<file path="config.mk">
export PLATFORM = sky130hd
export DESIGN_NAME = game_state_manager
export DESIGN_NICKNAME = d
export VERILOG_FILES = /design/src/rtl/game_state_manager.sv
export SDC_FILE = /design/constraint.sdc
export NUM_CORES = 1
export LEC_CHECK = 0
export BUFFER_PORTS_ARGS = -buffer_cell sky130_fd_sc_hd__buf_2
export CAP_MARGIN = 15
export CORE_UTILIZATION = 50
export CTS_CLUSTER_SIZE = 14
export DETAILED_ROUTE_END_ITERATION = 12
export PLACE_DENSITY_LB_ADDON = 0.15
export REMOVE_ABC_BUFFERS = 1
export SYNTH_ARGS = -nofsm -noshare
export SYNTH_HDL_FRONTEND = slang
export SYNTH_SLANG_ARGS = --single-unit
</file>
<file path="constraint.sdc">
create_clock -name clk -period 2.3 [get_ports clk]
set_clock_uncertainty 0.15 [all_clocks]
set_input_delay 0.575 -clock clk [delete_from_list [all_inputs] [get_ports clk]]
set_output_delay 0.575 -clock clk [all_outputs]
set_load 0.01 [all_outputs]
</file>
<file path="src/rtl/game_state_manager.sv">
`default_nettype none
// ============================================================================
//  Module      : game_state_manager
//  Description : Consumes per-frame collision single-hit pulses and maintains
//                lives, score, level and damage invulnerability; sequences
//                play, level completion, game over and win.
//                Optional feature macro: LIFE_BONUS_EN (extra life on every
//                100-point score crossing).
//  Revision    : 1.0 - initial release
// ============================================================================
module game_state_manager #(
    parameter int INIT_LIVES         = 3,
    parameter int MAX_LIVES          = 5,
    parameter int SCORE_W            = 12,
    parameter int DIAMOND_PTS        = 10,
    parameter int KILL_PTS           = 5,
    parameter int INVULN_FRAMES      = 60,
    parameter int NUM_LEVELS         = 3,
    parameter int LEVEL_PAUSE_FRAMES = 90
) (
    input  logic               clk,
    input  logic               reset,
    input  logic               startOfFrame,
    input  logic               start_key,
    input  logic               SHP_bumpyDiamond,
    input  logic               SHP_bumpyHeart,
    input  logic               SHP_bumpyObstacle,
    input  logic               SHP_bumpyCovid,
    input  logic               SHP_bumpyFinishFlag,
    input  logic               SHP_shootObstacle,
    input  logic               SHP_shootCovid,
    output logic [2:0]         lives,
    output logic [SCORE_W-1:0] score,
    output logic [1:0]         level,
    output logic [1:0]         state,
    output logic               invulnerable,
    output logic               blink,
    output logic               level_load,
    output logic               game_over,
    output logic               game_won
);

    // Counter widths; the invulnerability counter needs at least bit 2 for blink
    localparam int c_invW   = ($clog2(INVULN_FRAMES + 1) < 3) ? 3 : $clog2(INVULN_FRAMES + 1);
    localparam int c_pauseW = ($clog2(LEVEL_PAUSE_FRAMES + 1) < 1) ? 1 : $clog2(LEVEL_PAUSE_FRAMES + 1);
    // Headroom so one cycle of additions can never wrap before saturation
    localparam int c_sumW   = SCORE_W + 8;

    localparam logic [c_sumW-1:0]   c_scoreMax   = c_sumW'({SCORE_W{1'b1}});
    localparam logic [2:0]          c_initLives  = 3'(INIT_LIVES);
    localparam logic [2:0]          c_maxLives   = 3'(MAX_LIVES);
    localparam logic [1:0]          c_lastLevel  = 2'(NUM_LEVELS - 1);
    localparam logic [c_invW-1:0]   c_invLoad    = c_invW'(INVULN_FRAMES);
    localparam logic [c_pauseW-1:0] c_pauseLoad  = c_pauseW'(LEVEL_PAUSE_FRAMES);

    typedef enum logic [1:0] {
        S_IDLE       = 2'd0,
        S_PLAY       = 2'd1,
        S_LEVEL_DONE = 2'd2,
        S_END        = 2'd3
    } stateT;

    stateT               r_state;
    logic [2:0]          r_lives;
    logic [SCORE_W-1:0]  r_score;
    logic [1:0]          r_level;
    logic                r_invulnerable;
    logic [c_invW-1:0]   r_invCnt;
    logic [c_pauseW-1:0] r_pauseCnt;
    logic                r_levelLoad;
    logic                r_gameOver;
    logic                r_gameWon;

    logic                w_hit;
    logic                w_heart;
    logic [c_sumW-1:0]   w_scoreSum;
    logic [SCORE_W-1:0]  w_scoreNext;
    logic [2:0]          w_livesDH;
    logic [2:0]          w_livesNext;
    logic [c_invW-1:0]   w_invCntNext;
    logic                w_invulnNext;

    // Finish flag dominates damage and heart; damage needs the shield down
    assign w_hit   = (SHP_bumpyObstacle | SHP_bumpyCovid) & ~r_invulnerable & ~SHP_bumpyFinishFlag;
    assign w_heart = SHP_bumpyHeart & ~SHP_bumpyFinishFlag;

    assign w_scoreSum = c_sumW'(r_score)
                      + (SHP_bumpyDiamond  ? c_sumW'(DIAMOND_PTS) : '0)
                      + (SHP_shootObstacle ? c_sumW'(KILL_PTS)    : '0)
                      + (SHP_shootCovid    ? c_sumW'(KILL_PTS)    : '0);
    assign w_scoreNext = (w_scoreSum > c_scoreMax) ? c_scoreMax[SCORE_W-1:0] : w_scoreSum[SCORE_W-1:0];

    // Lives after damage/heart: a hit together with a heart nets to zero
    always_comb begin
        w_livesDH = r_lives;
        if (w_hit) begin
            if (!w_heart) begin
                w_livesDH = r_lives - 3'd1;
            end
        end else if (w_heart && (r_lives < c_maxLives)) begin
            w_livesDH = r_lives + 3'd1;
        end
    end

`ifdef LIFE_BONUS_EN
    logic [c_sumW-1:0] r_nextThresh;
    logic              w_bonus;

    assign w_bonus     = (c_sumW'(w_scoreNext) >= r_nextThresh);
    assign w_livesNext = (w_bonus && (w_livesDH < c_maxLives)) ? (w_livesDH + 3'd1) : w_livesDH;

    // Next 100-point threshold; advances by one step per award
    always_ff @(posedge clk or posedge reset) begin
        if (reset) begin
            r_nextThresh <= c_sumW'(100);
        end else if ((r_state == S_IDLE) && start_key) begin
            r_nextThresh <= c_sumW'(100);
        end else if ((r_state == S_PLAY) && w_bonus) begin
            r_nextThresh <= r_nextThresh + c_sumW'(100);
        end
    end
`else
    assign w_livesNext = w_livesDH;
`endif

    // Free-running shield decay: count frames down, drop the shield one cycle after zero
    always_comb begin
        w_invCntNext = r_invCnt;
        w_invulnNext = r_invulnerable;
        if (r_invulnerable) begin
            if (r_invCnt == '0) begin
                w_invulnNext = 1'b0;
            end else if (startOfFrame) begin
                w_invCntNext = r_invCnt - c_invW'(1);
            end
        end
    end

    // Main game FSM with all game-state registers
    always_ff @(posedge clk or posedge reset) begin
        if (reset) begin
            r_state        <= S_IDLE;
            r_lives        <= c_initLives;
            r_score        <= '0;
            r_level        <= '0;
            r_invulnerable <= 1'b0;
            r_invCnt       <= '0;
            r_pauseCnt     <= '0;
            r_levelLoad    <= 1'b0;
            r_gameOver     <= 1'b0;
            r_gameWon      <= 1'b0;
        end else begin
            r_levelLoad <= 1'b0;
            case (r_state)
                S_IDLE: begin
                    if (start_key) begin
                        r_lives        <= c_initLives;
                        r_score        <= '0;
                        r_level        <= '0;
                        r_invulnerable <= 1'b0;
                        r_invCnt       <= '0;
                        r_pauseCnt     <= '0;
                        r_gameOver     <= 1'b0;
                        r_gameWon      <= 1'b0;
                        r_levelLoad    <= 1'b1;
                        r_state        <= S_PLAY;
                    end
                end
                S_PLAY: begin
                    r_score <= w_scoreNext;
                    r_lives <= w_livesNext;
                    if (w_hit) begin
                        r_invulnerable <= 1'b1;
                        r_invCnt       <= c_invLoad;
                    end else begin
                        r_invulnerable <= w_invulnNext;
                        r_invCnt       <= w_invCntNext;
                    end
                    if (SHP_bumpyFinishFlag) begin
                        if (r_level == c_lastLevel) begin
                            r_gameWon <= 1'b1;
                            r_state   <= S_END;
                        end else begin
                            r_pauseCnt <= c_pauseLoad;
                            r_state    <= S_LEVEL_DONE;
                        end
                    end else if (w_hit && (w_livesNext == 3'd0)) begin
                        r_gameOver <= 1'b1;
                        r_state    <= S_END;
                    end
                end
                S_LEVEL_DONE: begin
                    r_invulnerable <= w_invulnNext;
                    r_invCnt       <= w_invCntNext;
                    if (startOfFrame) begin
                        if (r_pauseCnt <= c_pauseW'(1)) begin
                            r_pauseCnt     <= '0;
                            r_level        <= r_level + 2'd1;
                            r_levelLoad    <= 1'b1;
                            r_invulnerable <= 1'b0;
                            r_invCnt       <= '0;
                            r_state        <= S_PLAY;
                        end else begin
                            r_pauseCnt <= r_pauseCnt - c_pauseW'(1);
                        end
                    end
                end
                S_END: begin
                    // Only a return to IDLE; a held key cannot restart play directly
                    if (start_key) begin
                        r_gameOver <= 1'b0;
                        r_gameWon  <= 1'b0;
                        r_state    <= S_IDLE;
                    end
                end
                default: r_state <= S_IDLE;
            endcase
        end
    end

    assign lives        = r_lives;
    assign score        = r_score;
    assign level        = r_level;
    assign state        = r_state;
    assign invulnerable = r_invulnerable;
    assign blink        = r_invulnerable & r_invCnt[2];
    assign level_load   = r_levelLoad;
    assign game_over    = r_gameOver;
    assign game_won     = r_gameWon;

endmodule
`default_nettype wire

</file>
==> impl_results.md, run 1 <==
* Core Area at 0.004755 mm^2
* Vias in the first global route at 2224
* Switching Power at 2.020 mW
* Worst setup EP type: register
* Register clock-pin slew on the reported worst setup and hold paths at ~0.090 ns
* GPL Wtd Cong at ~0.84
* HP Class: in -> async
* Fraction of registers with async set/reset at 100.0%
* P_int at 2.388 mW
* Die Ht at 72.36 um
* Synth-to-layout area growth at 28.21%
* Largest net degree at the start of global routing at 37
* Total chip power at between 4 and 5 mW
* Sequential share of the synthesized area at 36.50%
* Pwr dens at 1389 mW/mm^2
* Antenna violations before repair at 0
* Post-DP Area at 0.002933 mm^2
* Predominant post-synthesis flop cell: dfrtp_1
* Count leader, synth: dfrtp_1
* Synth warnings at 0
* Outcome: finished, violations left
* H-tree depth at 2
* Fill count at 405
* Worst-Skew Late Latency at 0.29 ns
* Root Buffer: clkbuf_8
* CP startpoint kind: input pin
* Die width at about 72 um
* WL/cell at 14.83 um
* Post-route cell area at 0.003173 mm^2
* Area leader, netlist: dfrtp_1
* Hold Fails Final Rpt at 0
* Final Max Tran Viols at 0
* Net Sw Frac at between 40 and 50%
* Synth Instances at 280
* Top cells by area, synth: dfrtp_1, ha_1, o21ai_0
* Sequential cell area at 903.4 um^2
* Area share of the largest cell type after synthesis at 34.38%
* FMAX at roughly 390 MHz
* GRT Total Usage at 25.19%
* Final hold slack at between 0.2 and 0.25 ns
* Setup TNS at -2.146 ns
* Period utilisation layout at 110.4%
* Netlist Area Pre-Place at 0.002475 mm^2
* Area of the multi-input gates at 0.001509 mm^2
* I/O Buffers at 34
* First-pass DRT Iterations at 4
* Max-capacitance violation count at 0
* DRT iter0 DRCs at ~110
* Placement Setup Slack at -0.6232 ns
* Initial Utilization at 52.05%
* PnR worst setup slack at -0.2397 ns
* WP data arrival at 2.61 ns
* Total number of vias at 2385
* Final setup vio count at 12
* Vias per std cell at about 5.7
* Row Count at 25
* Top Ports at 35
* Nets at 382
* Final Util at 66.74%
* Flop pwr share at 25.0%
* # clock sinks at 36
* Post-Layout Cell Count at 418
* Unrepaired setup endpoints after global routing: true
* Post-Place Cells at just over 400
* First-pass GRT wire length at 10180 um
* Failing checks: negative setup slack
* Top fanout value on the critical path at 3
* Comb pwr share at 62.0%
* Syn_area_per_cell at around 8.8 um^2
* Number of synthesized flops with an enable pin at 0
* Kind of critical path: in -> reg
* Tmin final at 2.540 ns
* Layout cells sized above 1 at about a third
* HPWL after detailed placement at ~4400 um
* Largest stage delay, worst path at 0.55 ns
* Worst-margin pin slew at 0.6027 ns
* DRC at 0
* CP max stage cell: fa_1
* FF+latch count, synth at 36
* Worst Path Required at 2.37 ns
* Die area at 0.005235 mm^2
* Leak Pwr at approximately 1.5 nW
* DRT Wirelength at 6198 um
* Synth cell types at 60
* Hold Buf Count CTS at 0
* Leading cell types by count after synthesis: dfrtp_1, inv_1, nor2_1
* Peak supply drop at 0.6065 mV
* N_diodes at 0
* Gr ovfl total at 0
* Rel. slew slack at 59.67%
* Clock power frac at 13.0%
* CTS tree: done
* TritonCTS buffer count at 5
* CTS Buffer Depth at 2
* Worst path cell trace: buf_6, inv_2, fa_1, inv_2, ha_4, a211oi_2, o21bai_1, and2_4, or3b_4, buf_6, o211ai_1
* DRT antenna net count at 0
## cell families after synthesis
family / count (synthesis) / synth area share (%)
simple gates: 83 / 16.33
compound gates: 95 / 25.99
fa+ha+maj: 21 / 11.53
xor+xnor: 3 / 1.062
buf+inv: 35 / 5.712
flops: 36 / 36.50
mux: 7 / 2.882
## cell type report
cell class | instances | share of cell area [%]
Inverter | 30 | 3.549
Sequential cell | 36 | 28.47
Timing Repair Buffer | 68 | 14.27
Clock buffer | 5 | 2.169
Multi-Input combinational cell | 209 | 47.56
Tap cell | 67 | 2.642
Clock inverter | 3 | 1.341
## critical path: cells and delay by family
family / cells / cell delay (ns)
compound gates: 3 / 0.33
fa+ha+maj: 2 / 0.81
buf+inv: 4 / 0.28
simple gates: 2 / 0.60
## final timing paths
path,from,endpoint,slack [ns],cells past startpoint
worst max-delay path,SHP_shootObstacle,score[9],-0.24,11
worst min register to register,r_invCnt[4],r_invCnt[4],0.37,2
max in group asynchronous,reset,lives[1],1.44,3
min in group clk,r_invCnt[4],r_invCnt[4],0.37,2
worst min-delay path,reset,score[5],0.22,3
worst max register to register,score[2],score[9],-0.23,10
## layer usage
metal  GRT usage, %  part of all wire, %  vias up
li1               -                    -     1165
met1          32.63                   45     1161
met2          42.68                   50       57
met3          5.139                  4.3        2
met4          6.972                 0.47        0
met5              0                    0        -
## flip-flops by register name, summed over array words and instances, names as in the netlist
| register | flops |
|---|---|
| game_over | 1 |
| game_won | 1 |
| invulnerable | 1 |
| level | 2 |
| level_load | 1 |
| lives | 3 |
| r_invCnt | 6 |
| r_pauseCnt | 7 |
| score | 12 |
| state | 2 |
## layout by cell type, fill, tap and decap left out, drive strengths merged, types with 2 or more instances in the layout
cell type  netlist  routed
o21ai           23      23
or3b             3       3
nor3             9       9
a211oi           2       2
a31oi           11      11
buf              2      68
a41oi            2       2
o21bai           3       3
o41ai            3       3
a22oi            7       7
dfstp            2       2
or2              2       2
nand3           10      10
nor2            24      24
o221ai           2       2
xor2             2       2
ha              18      18
a21o             4       4
fa               3       3
a21oi           14      14
nand2b           3       3
inv             30      30
dfrtp           34      34
o22ai            5       5
a221oi           2       2
o311ai           2       2
o21a             3       3
mux2i            6       6
clkbuf           3       5
a311oi           2       2
nand2           22      22
## what timing repair did
action                                  CTS  global route
pin swaps                                 9             2
resized for setup                        22             9
endpoints found under the setup margin   12            14
buffers inserted                          1             2
## power by group through the flow
stage	registers, mW	clock network (mW)	logic (mW)
floorplan	1.13	0	1.58
global placement	1.09	0	2.50
detailed placement	1.10	0	2.55
CTS	1.09	0.587	2.69
global route	1.13	0.621	3.04
finish	1.10	0.571	2.73
(Power assumes the default switching activity.)
==> run 2: changes to the inputs <==
CTS_BUF_LIST = sky130_fd_sc_hd__clkbuf_16   (was unset)
==> impl_results.md, run 2 (synthesized netlist as in run 1, its figures left out) <==
* Outcome: finished, violations left
* Failing checks: negative setup slack
* I/O Buffers at 34
* Worst setup EP type: register
* Hold Buf Count CTS at 0
* Fill count at 396
* Register clock-pin slew on the reported worst setup and hold paths at 0.06 ns
* Die Ht at 72.36 um
* Comb pwr share at 59.4%
* Switching Power at 2.077 mW
* Hold Fails Final Rpt at 0
* Cell family with most CP delay: adder cells
* GRT Total Usage at between 20 and 30%
* Period utilisation layout at 110.7%
* P_int at around 2.6 mW
* Initial Utilization at 52.05%
* Rel. slew slack at roughly 55%
* Worst path cell trace: buf_6, inv_2, fa_1, inv_2, ha_4, a211oi_2, o21bai_1, and2_4, or3b_4, buf_6, o211ai_1
* Top fanout value on the critical path at 3
* Worst r2r path cells at 10
* Peak supply drop at 0.6988 mV
* CP max stage cell: fa_1
* Pwr dens at around 1400 mW/mm^2
* First-pass DRT Iterations at 4
* Vias in the first global route at 2258
* HPWL after detailed placement at between 4000 and 5000 um
* Largest net degree at the start of global routing at 37
* Core Area at 0.004755 mm^2
* Layout cells sized above 1 at 30.86%
* Net Sw Frac at between 40% and 50%
* N_diodes at 0
* Most frequent cells in the layout: dfrtp_1, buf_2, buf_4, inv_1, nor2_1
* Largest stage delay, worst path at 0.54 ns
* Leak Pwr at ~1.5 nW
* Die area at roughly 0.0052 mm^2
* Worst-margin pin slew at 0.6661 ns
* Vias per std cell at 5.789
* Final Max Tran Viols at 0
* Post-route cell area at 0.003224 mm^2
* DRT Wirelength at around 6300 um
* FMAX at 392.8 MHz
* Final hold slack at 0.2392 ns
* PnR worst setup slack at -0.2459 ns
* Root Buffer: clkbuf_16
* Critical path buffers and inverters at 4
* WL/cell at around 15 um
* First-pass GRT wire length at 10210 um
* Total chip power at 4.660 mW
* DRT antenna net count at 0
* Row Count at 25
* Worst Path Required at 2.35 ns
* Synth-to-layout area growth at 30.28%
* Die width at about 72 um
* Unrepaired setup endpoints after global routing: true
* Final Util at 67.82%
* WP data arrival at ~2.6 ns
* CTS tree: done
* Final setup vio count at 12
* Nets at about 380
* Max-capacitance violation count at 0
* Max FFs per register at 12
* Post-DP Area at 0.002933 mm^2
* Gr ovfl total at 0
* Worst-Skew Late Latency at 0.28 ns
* DRT iter0 DRCs at approximately 120
* DRC at 0
* CP Depth at 11
* Top Ports at 35
* Total number of vias at 2414
* CP startpoint kind: input pin
* Clock power frac at ~17%
* GPL Wtd Cong at 0.8430
* HP Class: in -> async
* Commonest non-fill, non-tap cell in the layout: dfrtp_1
* Kind of critical path: in -> reg
* TritonCTS buffer count at 5
* Tmin final at roughly 2.5 ns
* # clock sinks at 36
* Antenna violations before repair at 0
* CTS Buffer Depth at 2
* H-tree depth at 2
* Flop pwr share at 23.7%
[run 2: final timing paths]
kind,start,endpoint,slack [ns]
max in group asynchronous,reset,lives[1],1.40
min in group clk,r_invCnt[4],r_invCnt[4],0.37
worst min register to register,r_invCnt[4],r_invCnt[4],0.37
worst max-delay path,SHP_shootObstacle,score[9],-0.25
worst min-delay path,reset,score[6],0.24
worst max register to register,score[2],score[9],-0.22
[run 2: worst reg2reg max path, delay by kind of cell, from the launching register on]
kind | cells | cell delay [ns]
simple gates | 2 | 0.59
compound gates | 3 | 0.35
fa+ha+maj | 2 | 0.75
buf+inv | 3 | 0.22
flops | 1 | 0.38
[run 2: what timing repair did]
action                                 CTS  global route
endpoints found under the hold margin    0             0
buffers inserted                         0             2
setup endpoints to repair               12            14
resized for setup                       21             9
pin swaps                               13             8
[run 2: area by class of cell]
type	instances	area, um^2	area share [%]
multi-input cells	209	1519	47.11
flip-flops and latches	36	903.4	28.02
repair buffers	67	437.9	13.58
clock buffers	5	125.1	3.880
inverters	30	112.6	3.492
well taps	67	83.83	2.600
clock inverters	3	42.54	1.319
[run 2: stage by stage]
step                      worst slack [ns]  TNS (ns)  cells
final                              -0.2459    -2.250    417
after global placement             -0.5518    -6.168    407
after detailed placement           -0.6232    -6.652    407
after global routing               -0.3063    -2.868    417
after floorplan                    -0.5290    -4.924    275
after CTS                          -0.2172    -1.823    415
[run 2: power by group through the flow]
stage | Combinational [mW] | Sequential [mW] | Clock [mW]
3_5_place_dp | 2.55 | 1.10 | 0
2_1_floorplan | 1.58 | 1.13 | 0
5_1_grt | 3.05 | 1.14 | 0.833
4_1_cts | 2.69 | 1.10 | 0.800
3_3_place_gp | 2.50 | 1.09 | 0
6_report | 2.77 | 1.10 | 0.785
[run 2: per-layer routing]
metal | global-route usage, % | vias to the layer above | wire (um)
li1 | - | 1169 | -
met2 | 42.26 | 53 | 3133
met1 | 32.13 | 1181 | 2858
met3 | 5.417 | 11 | 215
met5 | 0 | - | 0
met4 | 8.932 | 0 | 116
==> run 3: changes to the inputs <==
CORE_ASPECT_RATIO = 1.75   (was unset)
==> impl_results.md, run 3 (synthesized netlist as in run 1, its figures left out) <==
* Top Ports at 35
* Post-Place Cells at 399
* GPL Wtd Cong at between 0.9 and 1
* Peak supply drop at between 0.9 and 1 mV
* Vias per std cell at 5.968
* Max-capacitance violation count at 0
* Vias in the first global route at 2296
* Post-DP Area at 0.002967 mm^2
* Tmin final at 2.563 ns
* Net Sw Frac at around 45%
* Commonest non-fill, non-tap cell in the layout: buf_4
* Antenna violations before repair at 0
* Switching Power at roughly 2.1 mW
* Final Max Tran Viols at 0
* P_int at 2.540 mW
* Initial Utilization at 52.58%
* Root Buffer: clkbuf_16
* Rel. slew slack at 64.48%
* Total chip power at 4.604 mW
* HP Class: in -> async
* Die width at 55.18 um
* I/O Buffers at 34
* Final hold slack at 0.2542 ns
* Comb pwr share at between 60% and 70%
* Period utilisation layout at 111.4%
* Core Area at 0.004707 mm^2
* # clock sinks at 36
* Leak Pwr at 1.556 nW
* Gr ovfl total at 0
* DRT iter0 DRCs at 57
* Layout cells sized above 1 at 30.70%
* Final setup vio count at 12
* N_diodes at 0
* Pwr dens at 1432 mW/mm^2
* CTS tree: done
* Flop pwr share at 23.5%
* TritonCTS buffer count at 5
* WL/cell at 16.07 um
* Outcome: finished, violations left
* FMAX at 390.2 MHz
* Largest net degree at the start of global routing at 37
* First-pass GRT wire length at 10180 um
* Most frequent cells in the layout: buf_4, dfrtp_1, buf_2, inv_1, nor2_1
* HPWL after detailed placement at 4936 um
* Total number of vias at 2429
* Row Count at 33
* Max FFs per register at 12
* CP startpoint kind: input pin
* Synth-to-layout area growth at 29.93%
* GRT Total Usage at between 20% and 30%
* Hold Buf Count CTS at 0
* Top fanout value on the critical path at 3
* Unrepaired setup endpoints after global routing: true
* Hold Fails Final Rpt at 0
* Clock power frac at between 10% and 20%
* WP data arrival at 2.61 ns
* DRT Wirelength at 6542 um
* DRC at 0
* Post-Layout Cell Count at 407
* Failing checks: negative setup slack
* Placement Setup Slack at -0.6551 ns
* Register clock-pin slew on the reported worst setup and hold paths at approximately 0.06 ns
* DRT antenna net count at 0
* Kind of critical path: in -> reg
* Nets at 387
* Worst-margin pin slew at 0.5287 ns
* Worst Path Required at 2.34 ns
* H-tree depth at 2
* PnR worst setup slack at -0.2631 ns
* Die area at 0.005246 mm^2
* Worst setup EP type: register
* Die Ht at 95.07 um
* Worst-Skew Late Latency at 0.28 ns
* First-pass DRT Iterations at 4
* Post-route cell area at ~0.0032 mm^2
* CTS Buffer Depth at 2
run 3: stage by stage:
step                      util [%]  TNS, ns
final                        68.31   -2.362
after global routing         68.31   -3.472
after CTS                    67.04   -2.412
after detailed placement     63.03   -7.320
after global placement       63.03   -6.965
after floorplan                  -   -4.924
run 3: layout make-up:
class	instances	area, um^2
Timing Repair Buffer	73	480.5
Clock buffer	5	125.1
Tap cell	52	65.06
Sequential cell	36	903.4
Clock inverter	2	8.758
Multi-Input combinational cell	209	1518
Inverter	30	115.1
Fill cell	384	1491
run 3: path summary, 6_finish.rpt:
check                                from           to  slack [ns]  cells past startpoint
max                        SHP_shootCovid     score[9]       -0.26                     11
min                                 reset   level_load        0.25                      3
max reg2reg                      score[2]     score[9]       -0.23                     10
min reg2reg                   r_invCnt[4]  r_invCnt[4]        0.38                      2
max in group asynchronous           reset     lives[0]        1.38                      3
min in group clk              r_invCnt[4]  r_invCnt[4]        0.38                      2
run 3: power groups by stage:
stage	combinational [mW]	clock, mW	sequential (mW)
2_1_floorplan	1.58	0	1.13
3_5_place_dp	2.70	0	1.08
6_report	2.89	0.635	1.08
4_1_cts	2.79	0.646	1.08
5_1_grt	3.20	0.667	1.11
3_3_place_gp	2.66	0	1.07
run 3: metal layers:
layer  wire (um)  share of wire, %  global-route usage, %  vias to the layer above
met1        2559                39                  26.88                     1183
li1            -                 -                      -                     1186
met4         161               2.5                  12.29                        0
met3         160               2.4                  4.306                       10
met5           0                 0                      0                        -
met2        3660                56                  50.30                       50
run 3: worst max-delay path, stage by stage:
cell and delay (ns):
buf_8 0.08, inv_4 0.03, fa_1 0.55, inv_2 0.06, ha_4 0.26, a211oi_2 0.06, o21bai_1 0.22, and2_4 0.18
or3b_4 0.39, buf_6 0.13, o211ai_1 0.07
run 3: repair_timing:
action / CTS / global route
setup buffers: 0 / 1
gates resized for setup: 14 / 12
pin swaps: 12 / 4
setup endpoints to repair: 12 / 15
